File: config.mk
export PLATFORM = sky130hd
export DESIGN_NAME = uart_tx_cfg
export DESIGN_NICKNAME = d
export VERILOG_FILES = /design/src/rtl/uart_tx_cfg.sv
export SDC_FILE = /design/constraint.sdc
export NUM_CORES = 1
export LEC_CHECK = 0
export CAP_MARGIN = 30
export CORE_MARGIN = 4
export CORE_UTILIZATION = 26
export DETAILED_ROUTE_END_ITERATION = 6
export HOLD_SLACK_MARGIN = 0.12
export PLACE_DENSITY = 0.49
export SETUP_SLACK_MARGIN = 0.1
export SLEW_MARGIN = 20
export SYNTH_ARGS = -nofsm -noshare
export SYNTH_HDL_FRONTEND = slang
export SYNTH_SLANG_ARGS = --single-unit
export TNS_END_PERCENT = 10
File: constraint.sdc
create_clock -name clk -period 5.2 [get_ports clk]
set_input_delay 0.78 -clock clk [delete_from_list [all_inputs] [get_ports clk]]
set_output_delay 0.78 -clock clk [all_outputs]
set_load 0.03 [all_outputs]
File: src/rtl/uart_tx_cfg.sv
// uart_tx_cfg: configurable UART transmitter (start, DATA_BITS data LSB first,
// optional parity, STOP_BITS stop), bit time DIV = round(CLK_FREQ/BAUD) clocks.
// Optional feature macro: UART_TX_CFG_PARITY_EN builds parity generation and
// the PARITY state; without it parity_mode is ignored and frames carry no parity.
// Ports:
//   clk         rising-edge clock
//   resetn      synchronous active-low reset
//   tx_valid    character available on tx_data
//   tx_ready    block can accept a character this cycle
//   tx_data     character, sent LSB first
//   parity_mode 00/11 none, 01 even, 10 odd (latched on acceptance)
//   tx          registered serial line, idle high
//   tx_busy     frame in progress
//   tx_done     one-cycle pulse on the last cycle of the final stop bit
module uart_tx_cfg #(
    parameter int CLK_FREQ  = 12000000,
    parameter int BAUD      = 115200,
    parameter int DATA_BITS = 8,
    parameter int STOP_BITS = 1
) (
    input  logic                 clk,
    input  logic                 resetn,
    input  logic                 tx_valid,
    output logic                 tx_ready,
    input  logic [DATA_BITS-1:0] tx_data,
    input  logic [1:0]           parity_mode,
    output logic                 tx,
    output logic                 tx_busy,
    output logic                 tx_done
);

    localparam int DIV = (CLK_FREQ + BAUD / 2) / BAUD;
    localparam int CW  = $clog2(DIV);

    localparam logic [CW-1:0] CNT_LAST = CW'(DIV - 1);
    localparam logic [CW-1:0] CNT_STOP = CW'(DIV - 2);
    localparam logic [3:0]    DBIT_LAST = 4'(DATA_BITS - 1);
    localparam logic [3:0]    SBIT_LAST = 4'(STOP_BITS - 1);

`ifdef UART_TX_CFG_PARITY_EN
    typedef enum logic [2:0] {IDLE, START, DATA, PARITY, STOP} state_t;
`else
    typedef enum logic [2:0] {IDLE, START, DATA, STOP} state_t;
`endif

    state_t               state;
    logic [CW-1:0]        cnt;
    logic [3:0]           bit_idx;
    logic [DATA_BITS-1:0] shreg;
    logic                 armed;

`ifdef UART_TX_CFG_PARITY_EN
    logic par_en;
    logic par_bit;
`else
    logic unused_mode;
    assign unused_mode = ^parity_mode;
`endif

    // armed is low only during the reset cycle(s), so ready is low in reset
    // and rises on the first cycle after release.
    assign tx_ready = armed && (state == IDLE);
    assign tx_busy  = armed && (state != IDLE);

    always_ff @(posedge clk) begin
        if (!resetn) begin
            state   <= IDLE;
            cnt     <= '0;
            bit_idx <= '0;
            shreg   <= '0;
            armed   <= 1'b0;
            tx      <= 1'b1;
            tx_done <= 1'b0;
`ifdef UART_TX_CFG_PARITY_EN
            par_en  <= 1'b0;
            par_bit <= 1'b0;
`endif
        end else begin
            armed   <= 1'b1;
            tx_done <= 1'b0;
            case (state)
                IDLE: begin
                    if (tx_valid && tx_ready) begin
                        state   <= START;
                        tx      <= 1'b0;
                        cnt     <= '0;
                        bit_idx <= '0;
                        shreg   <= tx_data;
`ifdef UART_TX_CFG_PARITY_EN
                        par_en  <= parity_mode[0] ^ parity_mode[1];
                        par_bit <= (^tx_data) ^ parity_mode[1];
`endif
                    end
                end
                START: begin
                    if (cnt == CNT_LAST) begin
                        cnt   <= '0;
                        state <= DATA;
                        tx    <= shreg[0];
                        shreg <= shreg >> 1;
                    end else begin
                        cnt <= cnt + 1'b1;
                    end
                end
                DATA: begin
                    if (cnt == CNT_LAST) begin
                        cnt <= '0;
                        if (bit_idx == DBIT_LAST) begin
                            bit_idx <= '0;
`ifdef UART_TX_CFG_PARITY_EN
                            if (par_en) begin
                                state <= PARITY;
                                tx    <= par_bit;
                            end else begin
                                state <= STOP;
                                tx    <= 1'b1;
                            end
`else
                            state <= STOP;
                            tx    <= 1'b1;
`endif
                        end else begin
                            bit_idx <= bit_idx + 1'b1;
                            tx      <= shreg[0];
                            shreg   <= shreg >> 1;
                        end
                    end else begin
                        cnt <= cnt + 1'b1;
                    end
                end
`ifdef UART_TX_CFG_PARITY_EN
                PARITY: begin
                    if (cnt == CNT_LAST) begin
                        cnt   <= '0;
                        state <= STOP;
                        tx    <= 1'b1;
                    end else begin
                        cnt <= cnt + 1'b1;
                    end
                end
`endif
                STOP: begin
                    // Leave one cycle early: the IDLE/tx_done cycle is the
                    // last stop cycle, so a same-cycle accept gives no gap.
                    if (bit_idx == SBIT_LAST && cnt == CNT_STOP) begin
                        state   <= IDLE;
                        cnt     <= '0;
                        bit_idx <= '0;
                        tx_done <= 1'b1;
                    end else if (cnt == CNT_LAST) begin
                        cnt     <= '0;
                        bit_idx <= bit_idx + 1'b1;
                    end else begin
                        cnt <= cnt + 1'b1;
                    end
                end
                default: begin
                    state <= IDLE;
                    tx    <= 1'b1;
                end
            endcase
        end
    end

endmodule

==> results.cfg, run 1 <==
[yosys]
synth.ff_latch_count = 24
warning_count_from_the_yosys_run = 0
synth.net_count = 186
synth.avg_cell_area_um2 = 8.97
synth.distinct_cells = 39
number_of_flops_mapped_to_enable_cells_by_yosys = 0
seq_area_frac_synth_pct = 32.8
ys_flop_type = dfxtp_1
synth_async_sr_flop_share_pct = 0
synth_area_um2 = 1460
syn-instance-count = 163

[die]
placement_rows = 27
num_io_pins = 17
die_w_um = 83.0
initial_core_utilization_pct = 26.7
die_height_um = 83.0
total_die_area_um2 = 6890
floorplan.core_area_um2 = 5470

[timing]
fin_crit_ns = 2.67
slew_violations = 0
min_period_over_period_pct = 51.3
worst_slew_margin_relative_to_its_limit_pct = 43.6
tightest_slew_ns = 0.843
fmax_mhz = 375
final_hold_vio_count = 0
fin_tns_setup_ns = 0
clock-skew-final_ns = 0.00370
rsz0062_at_grt = false
timing.final.setup_violations = 0

[clock_network]
worst_setup_hold_path_clk_slew_ns = 0.09
cts-hold-fix-buffers = 0
number_of_clock_sinks = 24
htreeDepth = 1
max-clock-path-buffers = 2
postCtsSetupBuffers = 0
clk-insertion-delay-late_ns = 0.27
cts_tree = yes
root_buffer = clkbuf_8
cts_made_buffers = 3
cts_repair_resize_count = 0

[setup_path]
ff2ff_path_depth = 6
crit_arrival_ns = 1.89
criticalPathCategory = register to output pin
setup.worst_path.start_class = register
first_element_of_the_critical_path = state[0]
endpoint_kind = output pin
critPathCapture = tx_busy
worst_path_fanout_max = 7
regToRegSetupSlack_ns = 2.91
worstReg2RegStart = state[1]
rr_endpoint = cnt[3]
cp.required_ns = 4.42

[job]
timing.max_cap.violations = 0

[power]
clockPowerShare_pct = 21.6
seq_power_share_pct = 32.0
vdd_ir_drop_max_mv = 0.181
static-leakage-power_nw = 0.696
cell_internal_pwr_mw = 0.479
power_switching_share_pct = 37.8
report.power.total_mw = 0.770
combinationalPowerShare_pct = 46.4
pwr_density_cell_nw_per_um2 = 444
switching_component_of_the_power_mw = 0.291

[place]
placement.io_buffers = 14
gpl.final_weighted_congestion = 0.683
post-dp-hpwl_um = 2110
instance_area_after_placement_um2 = 1660

[drt]
drc_violations_left = 0
dr_total_vias = 1175
drt_first_iter_violations = 37
first_pass_iters = 4
final_routed_wirelength_across_all_metal_layers_um = 2950
viasPerCell = 4.78
wl_per_cell_um = 12.0
postRouteAntennaNets = 0

[grt]
antenna_found_initial = 0
sum_of_overflow_across_all_layers_after_global_routing = 0
groute.usage.overall_pct = 9.05
wire_length_of_the_first_global_routing_pass_um = 5310
grt_max_degree = 26
via_count_of_the_first_global_routing_pass = 1138

[cells_and_area]
fraction_of_layout_cells_with_a_size_suffix_above_1_pct = 4.60
area_growth_syn_to_layout_pct = 18.6
final.fill_count = 610
finish.instance_area_um2 = 1740
design.final.nets = 198
insertedDiodeCount = 0

[min_path]
worst_min_delay_path_category = register to register

[status]
outcome = finished, final reports clean
==> registers in the layout, indices dropped and copies added, names as in the netlist <==
| name | count |
|---|---|
| tx | 1 |
| state | 2 |
| tx_done | 1 |
| shreg | 8 |
| cnt | 7 |
| bit_idx | 4 |
| armed | 1 |
==> cells by family after synthesis <==
kind of cell / count (synthesis) / synth area share (%)
compound gates: 43 / 22.8
fa+ha+maj: 10 / 8.55
buf+inv: 14 / 3.76
flops: 24 / 32.8
simple gates: 61 / 24.6
mux: 11 / 7.53
==> area by class of cell <==
class                           count  area [um2]  share of cell area (%)
Multi-Input combinational cell    125         927                    53.4
Sequential cell                    24         480                    27.7
Timing Repair Buffer               14         140                    8.07
Tap cell                           72        90.1                    5.19
Clock buffer                        3        41.3                    2.38
Clock inverter                      1        30.0                    1.73
Inverter                            7        26.3                    1.51
==> synthesized netlist by cell type, types with 2 or more instances <==
master | instances | area share, %
nand3b_1 | 2 | 1.0
inv_1 | 7 | 1.8
mux2i_1 | 11 | 7.5
o21ai_0 | 11 | 3.8
o21a_1 | 3 | 1.5
nor2_1 | 6 | 1.5
or3_1 | 2 | 0.86
nand2_1 | 19 | 4.9
nand4b_4 | 2 | 3.3
a21oi_1 | 3 | 1.0
nor2b_1 | 6 | 2.6
o211a_1 | 7 | 4.8
dfxtp_1 | 24 | 33
nor3b_1 | 2 | 1.0
a211oi_1 | 2 | 1.0
clkbuf_1 | 4 | 1.0
buf_2 | 2 | 0.68
nor4_1 | 4 | 1.7
nor3_1 | 2 | 0.68
ha_1 | 10 | 8.6
nand3_1 | 4 | 1.4
o21bai_1 | 2 | 1.0
a21boi_0 | 7 | 3.6
nand2b_1 | 3 | 1.3
and3_1 | 4 | 1.7
==> routing by layer <==
layer / wire length [um] / vias up / GRT usage [%]
li1: - / 612 / -
met4: 29 / 0 / 3.12
met2: 1280 / 15 / 14.4
met1: 1550 / 546 / 12.2
met5: 0 / - / 0
met3: 87 / 2 / 1.79
==> layout by cell type, fill, tap and decap left out, types with 2 or more instances in the layout <==
cell type	n
dfxtp_1	24
nand2_1	19
clkdlybuf4s50_1	14
o21ai_0	11
mux2i_1	11
ha_1	10
inv_1	7
a21boi_0	7
o211a_1	7
nor2b_1	6
nor2_1	6
and3_1	4
nand3_1	4
nor4_1	4
nand2b_1	3
a21oi_1	3
o21a_1	3
clkbuf_8	3
nand4b_4	2
nand3b_1	2
o21bai_1	2
a211oi_1	2
nor3_1	2
nor3b_1	2
or3_1	2
==> worst min path at each step <==
stage | slack [ns] | cells after the start | start | endpoint
2_1_floorplan | 0.44 | 2 | shreg[7] | shreg[7]
3_3_place_gp | 0.45 | 2 | shreg[7] | shreg[7]
3_5_place_dp | 0.46 | 2 | shreg[7] | shreg[7]
4_1_cts | 0.47 | 2 | shreg[7] | shreg[7]
5_1_grt | 0.51 | 2 | shreg[7] | shreg[7]
6_report | 0.47 | 2 | shreg[7] | shreg[7]
==> through the flow <==
stage | instances | setup WS (ns) | util [%] | hold WS [ns]
2_1_floorplan | 163 | 3.10 | - | 0.436
3_3_place_gp | 242 | 2.56 | 30.4 | 0.455
3_5_place_dp | 242 | 2.51 | 30.4 | 0.460
4_1_cts | 246 | 2.50 | 31.7 | 0.470
5_1_grt | 246 | 2.40 | 31.7 | 0.505
6_report | 246 | 2.53 | 31.7 | 0.469
==> power groups by stage <==
stage	Sequential, mW	Clock, mW	Combinational, mW
after detailed placement	0.251	0	0.362
after CTS	0.247	0.173	0.363
after global routing	0.253	0.178	0.403
final	0.247	0.166	0.357
after global placement	0.251	0	0.360
after floorplan	0.252	0	0.284
==> worst max-delay path, cell delays in order, from the launching register on <==
cell             delay (ns)
dfxtp_1                0.42
inv_1                  0.09
ha_1                   0.30
nor2b_1                0.14
clkdlybuf4s50_1        0.67
Power figures use the tool's default switching activity.
==> run 2, diff against run 1 <==
Settings changed: PLACE_DENSITY 0.49 to 0.51.
Clock period 5.2 ns to 2.3 ns, I/O delays scaled along.
==> run 2 against run 1 <==
Clock power increased by 120%; critical path depth is 3 higher; utilization increased by 0.98 points; first-iteration DRC count grew 51%; critical path type is now register to register; non-clock buffer count up 7; critical endpoint is now cnt[6].
==> results.cfg, run 2 (synthesis gave the netlist of run 1 again) <==
[clock_network]
clk-insertion-delay-late_ns = 0.27
number_of_clock_sinks = 24
max-clock-path-buffers = 2
cts_made_buffers = 3
root_buffer = clkbuf_8
worst_setup_hold_path_clk_slew_ns = 0.09
htreeDepth = 1
cts_tree = yes

[power]
pwr_density_cell_nw_per_um2 = 997
switching_component_of_the_power_mw = 0.662
power_switching_share_pct = 37.1
seq_power_share_pct = 31.4
cell_internal_pwr_mw = 1.12
static-leakage-power_nw = 0.745
report.power.total_mw = 1.78
clockPowerShare_pct = 20.9
vdd_ir_drop_max_mv = 0.511
combinationalPowerShare_pct = 47.7

[cells_and_area]
finish.instance_area_um2 = 1790
top_library_cells_by_usage_in_the_layout_fill_and_taps_aside = 24 x dfxtp_1, 19 x nand2_1, 12 x clkdlybuf4s50_1
largest_register_ff_count = 8
layout_commonest_cell = dfxtp_1
largest_reg_by_ff_count = shreg
fraction_of_layout_cells_with_a_size_suffix_above_1_pct = 8.29
design.final.nets = 205
reg_top3 = shreg x8, cnt x7, bit_idx x4
final.fill_count = 610
insertedDiodeCount = 0
area_growth_syn_to_layout_pct = 22.3
utilization_pct = 32.7

[drt]
postRouteAntennaNets = 0
wl_per_cell_um = 11.3
drc_violations_left = 0
dr_total_vias = 1165
viasPerCell = 4.60
first_pass_iters = 2
drt_first_iter_violations = 56
final_routed_wirelength_across_all_metal_layers_um = 2860

[timing]
worst_slew_margin_relative_to_its_limit_pct = 65.1
rsz0062_at_grt = false
fmax_mhz = 492
slew_violations = 0
fin_crit_ns = 2.03
tightest_slew_ns = 0.524
clock-skew-final_ns = 0.00386
timing.final.setup_violations = 0
hold_ws_ns = 0.471
fin_tns_setup_ns = 0
min_period_over_period_pct = 88.3
final_hold_vio_count = 0

[place]
gpl.final_weighted_congestion = 0.710
post-dp-hpwl_um = 2130
instance_area_after_placement_um2 = 1720
placement.io_buffers = 14

[setup_path]
setup.worst_path.start_class = register
worst_path_fanout_max = 9
ff2ff_path_depth = 7
endpoint_kind = register
crit_arrival_ns = 2.20
cp.required_ns = 2.47
criticalPathCategory = register to register

[min_path]
worst_min_delay_path_category = register to register
hold_path_depth = 2

[grt]
sum_of_overflow_across_all_layers_after_global_routing = 0
wire_length_of_the_first_global_routing_pass_um = 5050
groute.usage.overall_pct = 8.73
antenna_found_initial = 0
grt_max_degree = 17
via_count_of_the_first_global_routing_pass = 1091

[die]
total_die_area_um2 = 6890
initial_core_utilization_pct = 26.7
floorplan.core_area_um2 = 5470
num_io_pins = 17
placement_rows = 27
die_height_um = 83.0
die_w_um = 83.0

[status]
outcome = finished, final reports clean

[job]
timing.max_cap.violations = 0
run 2: cell count changes in the layout (fill, tap and decap cells not counted), sizes merged:
| cell | delta |
|---|---|
| dlymetal6s2s | +1 |
| buf | +7 |
| clkdlybuf4s50 | -2 |
| dlygate4sd2 | +1 |
run 2: final cells by class:
| class | instances | area (um2) | area share, % |
|---|---|---|---|
| clock inverters | 1 | 30.0 | 1.68 |
| clock buffers | 3 | 41.3 | 2.31 |
| repair buffers | 21 | 194 | 10.8 |
| well taps | 72 | 90.1 | 5.03 |
| inverters | 7 | 26.3 | 1.47 |
| flip-flops and latches | 24 | 480 | 26.9 |
| multi-input cells | 125 | 927 | 51.8 |
run 2: repair_timing:
| action | 4_1_cts | 5_1_grt |
|---|---|---|
| hold buffers | 0 | 0 |
| endpoints found under the setup margin | 2 | 1 |
| buffers inserted | 0 | 0 |
| pin swaps | 0 | 0 |
| resized for setup | 1 | 1 |
run 2: stage by stage:
| stage | std cells | setup slack, ns |
|---|---|---|
| floorplan | 163 | 0.195 |
| global placement | 249 | 0.265 |
| detailed placement | 249 | 0.276 |
| CTS | 253 | 0.0597 |
| global route | 253 | 0.130 |
| finish | 253 | 0.269 |
run 2: power groups by stage:
stage / logic (mW) / registers [mW] / clock network, mW
after floorplan: 0.641 / 0.570 / 0
after global placement: 0.870 / 0.569 / 0
after detailed placement: 0.863 / 0.570 / 0
after CTS: 0.864 / 0.561 / 0.396
after global routing: 0.955 / 0.572 / 0.408
final: 0.851 / 0.560 / 0.373
run 2: critical path, stage by stage (launching register included):
cell and delay [ns]:
dfxtp_1 0.36, inv_1 0.07, ha_1 0.20, nand4b_4 0.13, o41ai_4 0.51, a21o_1 0.34, o21ai_0 0.13, o21a_1 0.19
run 2: worst paths after layout:
check             startpoint        to  slack [ns]
setup / recovery  bit_idx[0]    cnt[6]        0.27
hold / removal      shreg[7]  shreg[7]        0.47
setup reg to reg  bit_idx[0]    cnt[6]        0.27
hold reg to reg     shreg[7]  shreg[7]        0.47
run 2: routing by layer:
metal | global-route usage, % | vias up | share of wire, %
met3 | 2.08 | 4 | 2.7
li1 | - | 623 | -
met5 | 0 | - | 0
met2 | 13.4 | 14 | 43
met1 | 11.9 | 524 | 53
met4 | 3.12 | 0 | 1.3
==> run 3, diff against run 2 <==
Settings changed: ABC_AREA set to 1.
==> run 3 against run 2 <==
Synthesized area is 2.8% higher; wire length is 19% higher; design area is 0.35% lower; critical path type is now register to output pin; count of clock-buffer cells in the layout is 1 higher.
==> results.cfg, run 3 <==
[cells_and_area]
largest_reg_by_ff_count = shreg
reg_top3 = shreg x8, cnt x7, bit_idx x4
fraction_of_layout_cells_with_a_size_suffix_above_1_pct = 12.5
final.fill_count = 616
insertedDiodeCount = 0
top_library_cells_by_usage_in_the_layout_fill_and_taps_aside = 58 x nand2_1, 39 x nor2_1, 24 x dfxtp_1
area_growth_syn_to_layout_pct = 18.6
design.final.nets = 272
finish.instance_area_um2 = 1780
layout_commonest_cell = nand2_1
utilization_pct = 32.0
largest_register_ff_count = 8

[timing]
fin_tns_setup_ns = 0
tightest_slew_ns = 0.340
fmax_mhz = 473
rsz0062_at_grt = true
timing.final.setup_violations = 0
final_hold_vio_count = 0
slew_violations = 0
min_period_over_period_pct = 91.8
worst_slew_margin_relative_to_its_limit_pct = 77.2
clock-skew-final_ns = 0.00451
fin_crit_ns = 2.11

[drt]
postRouteAntennaNets = 0
wl_per_cell_um = 10.7
first_pass_iters = 4
viasPerCell = 4.39
final_routed_wirelength_across_all_metal_layers_um = 3420
drc_violations_left = 0
drt_first_iter_violations = 63
dr_total_vias = 1406

[yosys]
number_of_flops_mapped_to_enable_cells_by_yosys = 0
synthAdderAreaFrac_pct = 8.32
top_cells_by_area_synth = dfxtp_1 32%, nand2_1 14%, nor2_1 9.7%
synth.distinct_cells = 27
syn-instance-count = 232
dominant_combinational_cell_family_by_area_after_synthesis = simple AND/OR/NAND/NOR gates
seq_area_frac_synth_pct = 31.9
netlist.area_leader.share_pct = 31.9
synth.avg_cell_area_um2 = 6.48
synth.net_count = 255
synth_compound_area_share_pct = 12.1
synthXorXnorAreaFrac_pct = 0
synth_async_sr_flop_share_pct = 0
post_synth_and_or_nand_nor_area_fraction_pct = 39.1
ys_flop_type = dfxtp_1
synth.ff_latch_count = 24
warning_count_from_the_yosys_run = 0
post-synth-top-area-cell = dfxtp_1
muxShareOfSynthArea_pct = 0
ys_top_cells_by_count = 58 x nand2_1, 39 x nor2_1, 24 x dfxtp_1, 20 x inv_1, 15 x o21ai_0
yosys.cell_count.top_type = nand2_1
synth_area_um2 = 1500

[die]
num_io_pins = 17
die_w_um = 84.1
placement_rows = 27
initial_core_utilization_pct = 27.0
floorplan.core_area_um2 = 5570
total_die_area_um2 = 7070
die_height_um = 84.1

[clock_network]
number_of_clock_sinks = 24
worst_setup_hold_path_clk_slew_ns = 0.09
clk-insertion-delay-late_ns = 0.27
max-clock-path-buffers = 2
cts_tree = yes
postCtsSetupBuffers = 0
cts_made_buffers = 3
htreeDepth = 1
root_buffer = clkbuf_8

[power]
vdd_ir_drop_max_mv = 0.388
report.power.total_mw = 2.13
pwr_density_cell_nw_per_um2 = 1190
static-leakage-power_nw = 0.805

[job]
timing.max_cap.violations = 0

[place]
post-dp-hpwl_um = 2590
placement.io_buffers = 14
instance_area_after_placement_um2 = 1730
gpl.final_weighted_congestion = 0.795

[min_path]
worst_min_delay_path_category = register to register
hold_path_depth = 2

[grt]
grt_max_degree = 14
wire_length_of_the_first_global_routing_pass_um = 5890
via_count_of_the_first_global_routing_pass = 1304
sum_of_overflow_across_all_layers_after_global_routing = 0
antenna_found_initial = 0
groute.usage.overall_pct = 10.2

[setup_path]
crit_arrival_ns = 1.77
endpoint_kind = output pin
ff2ff_path_depth = 6
cp.required_ns = 1.96
worst_path_fanout_max = 4
criticalPathCategory = register to output pin
setup.worst_path.start_class = register

[status]
outcome = finished, final reports clean
==> run 3: cell types whose count changed after synthesis, moves of 10 or more <==
cell     delta
nand3_1    +10
a21oi_1    +11
inv_1      +13
nor2_1     +33
mux2i_1    -11
nand2_1    +39
==> run 3: path summary, 6_finish.rpt <==
path                               start       end  slack [ns]
worst min-delay path            shreg[2]  shreg[2]        0.49
worst max register to register  state[0]    cnt[6]        0.40
worst max-delay path            state[0]  tx_ready        0.19
worst min register to register  shreg[2]  shreg[2]        0.49
==> run 3: layer usage <==
layer	vias to the layer above	wire, um	share of wire, %	global-route usage [%]
met5	-	0	0	0
met4	0	41	1.2	3.51
met3	2	92	2.7	2.37
met2	18	1520	44	16.4
met1	623	1760	52	13.2
li1	763	-	-	-
==> run 3: kinds of logic after synthesis <==
kind of cell	count (synthesis)
compound gates	34
fa+ha+maj	10
simple gates	132
buf+inv	32
flops	24
==> run 3: per-stage QoR <==
stage / std cells / hold slack, ns / setup WS (ns)
floorplan: 232 / 0.373 / 0.806
global placement: 316 / 0.465 / 0.438
CTS: 320 / 0.494 / 0.102
detailed placement: 316 / 0.475 / 0.376
finish: 320 / 0.489 / 0.188
global route: 320 / 0.514 / 0.0832
==> run 3: layout make-up <==
type                       count  area [um2]  share of cell area (%)
multi-input combinational    176         896                    50.2
tap                           72        90.1                    5.05
timing repair buffer          15         150                    8.42
clock buffer                   4        55.1                    3.09
sequential                    24         480                    26.9
inverter                      29         111                    6.25
==> run 3: critical path, cell delays in order (launching register included) <==
cell and delay, ns:
dfxtp_1 0.36, inv_1 0.11, ha_1 0.25, nand2_1 0.07, inv_1 0.05, clkdlybuf4s50_1 0.65
==> run 3: where the power goes <==
part / internal (mW) / switching, mW
clock network: 0.153 / 0.143
registers: 0.540 / 0.0915
logic: 0.389 / 0.811
total: 1.08 / 1.05
==> run 3: timing repair <==
item	in CTS	in global routing
gates resized for setup	0	1
endpoints found under the setup margin	0	2
hold buffers	0	0
==> variant: new RTL, settings of run 2 <==
The option `UART_TX_CFG_PARITY_EN` is turned on by a define.
--- a/src/rtl/uart_tx_cfg.sv
+++ b/src/rtl/uart_tx_cfg.sv
@@ -12,6 +12,8 @@
 //   tx          registered serial line, idle high
 //   tx_busy     frame in progress
 //   tx_done     one-cycle pulse on the last cycle of the final stop bit
+`define UART_TX_CFG_PARITY_EN
+
 module uart_tx_cfg #(
     parameter int CLK_FREQ  = 12000000,
     parameter int BAUD      = 115200,
Check against the original RTL: no difference found for any inputs over 10 cycles, from zero or initial values and one cycle with resetn low; that may be too few to reach the edited logic, so the function may still have changed.
==> variant against run 2 <==
Wire length increased by 31%; sequential cell count increased by 3; synthesized area increased by 18%; worst setup slack got worse by 110 ps; cell area increased by 14%; critical path type unchanged; largest cell class unchanged.
Power is not compared: it rests on default switching activity, and its combinational part moved more than twofold at a synthesized area within 25%.
==> variant: results (changes against run 2) <==
clk sinks=27 (+13%); R2R setup slack=160 ps (-110 ps); RD Place Congestion=0.726 (+2.3%); Synth cell types=55 (+41%); reg-to-reg endpoint=cnt[4]$_SDFFE_PN0P_; Seq/Total Area, Yosys=0.314 (-0.0143); Worst path slowest cell=o311a_1; Fin Hold WS=479 ps (+8.26 ps); Multi-In Gates=147 (+18%); Via density=4.87 (+5.7%); PortBufs=16 (+2); R2R depth=6 (-1); initial DRC count=67 (+20%); top area cells in the synthesized netlist=dfxtp_1 (31%), mux2i_1 (5.8%), a21boi_1 (4.4%); hold endpoint=shreg[3]$_SDFFE_PN0P_; Seq. cell area=542 um^2 (+13%); Slew headroom=0.658 (+0.00739); Compound-Gate Fraction of Synth Area=0.249 (+0.0219); status=complete, no violations; Detail Placement HPWL=2870 um (+35%); Buffers, non-clock=25 (+19%); fin nets=230 (+12%); Clock-cell share=0.0221 (-0.0178); Layout fillers=691 (+13%); total track usage=0.104 (+0.0162); buffering overhead=0.111 (+0.00265)
[variant: per-layer routing]
layer | wire length [um] | up-vias
li1 | - | 740
met4 | 91 | 0
met1 | 1980 | 648
met2 | 1630 | 9
met5 | 0 | -
met3 | 70 | 5
[variant: how the worst max path moves through the flow]
stage | from | end
after floorplan | cnt[0]$_SDFFE_PN0P_ | cnt[4]$_SDFFE_PN0P_
after global placement | cnt[0]$_SDFFE_PN0P_ | cnt[4]$_SDFFE_PN0P_
after detailed placement | cnt[1]$_SDFFE_PN0P_ | cnt[4]$_SDFFE_PN0P_
after CTS | cnt[1]$_SDFFE_PN0P_ | cnt[4]$_SDFFE_PN0P_
after global routing | cnt[0]$_SDFFE_PN0P_ | state[0]$_SDFFE_PN0P_
final | cnt[1]$_SDFFE_PN0P_ | cnt[4]$_SDFFE_PN0P_
[variant: logic make-up after synthesis]
group,after synthesis
XOR/XNOR,10
multiplexers,10
AND/OR/NAND/NOR,68
flip-flops,27
AO/OA/AOI/OAI,54
buffers and inverters,19
adder cells (fa/ha/maj),5
[variant: tightest hold or removal path, cell delays in order (launching register included)]
cell and delay, ps:
dfxtp_1 320, o21ai_0 70, a21boi_1 60
[variant: through the flow]
stage,std cells,setup WS (ps),area [um^2],power (mW),util
after floorplan,193,418,1720,0.658,-
after global placement,283,140,1980,0.730,0.310
after detailed placement,283,107,1980,0.730,0.310
after CTS,287,94.1,2020,1.01,0.317
after global routing,288,22.6,2040,1.06,0.319
final,288,157,2040,0.998,0.319
[variant: power by group through the flow]
stage	clock network, mW	logic (mW)	registers (mW)
floorplan	0	0.149	0.509
global placement	0	0.219	0.511
detailed placement	0	0.219	0.511
CTS	0.295	0.218	0.500
global route	0.314	0.242	0.503
finish	0.280	0.219	0.500
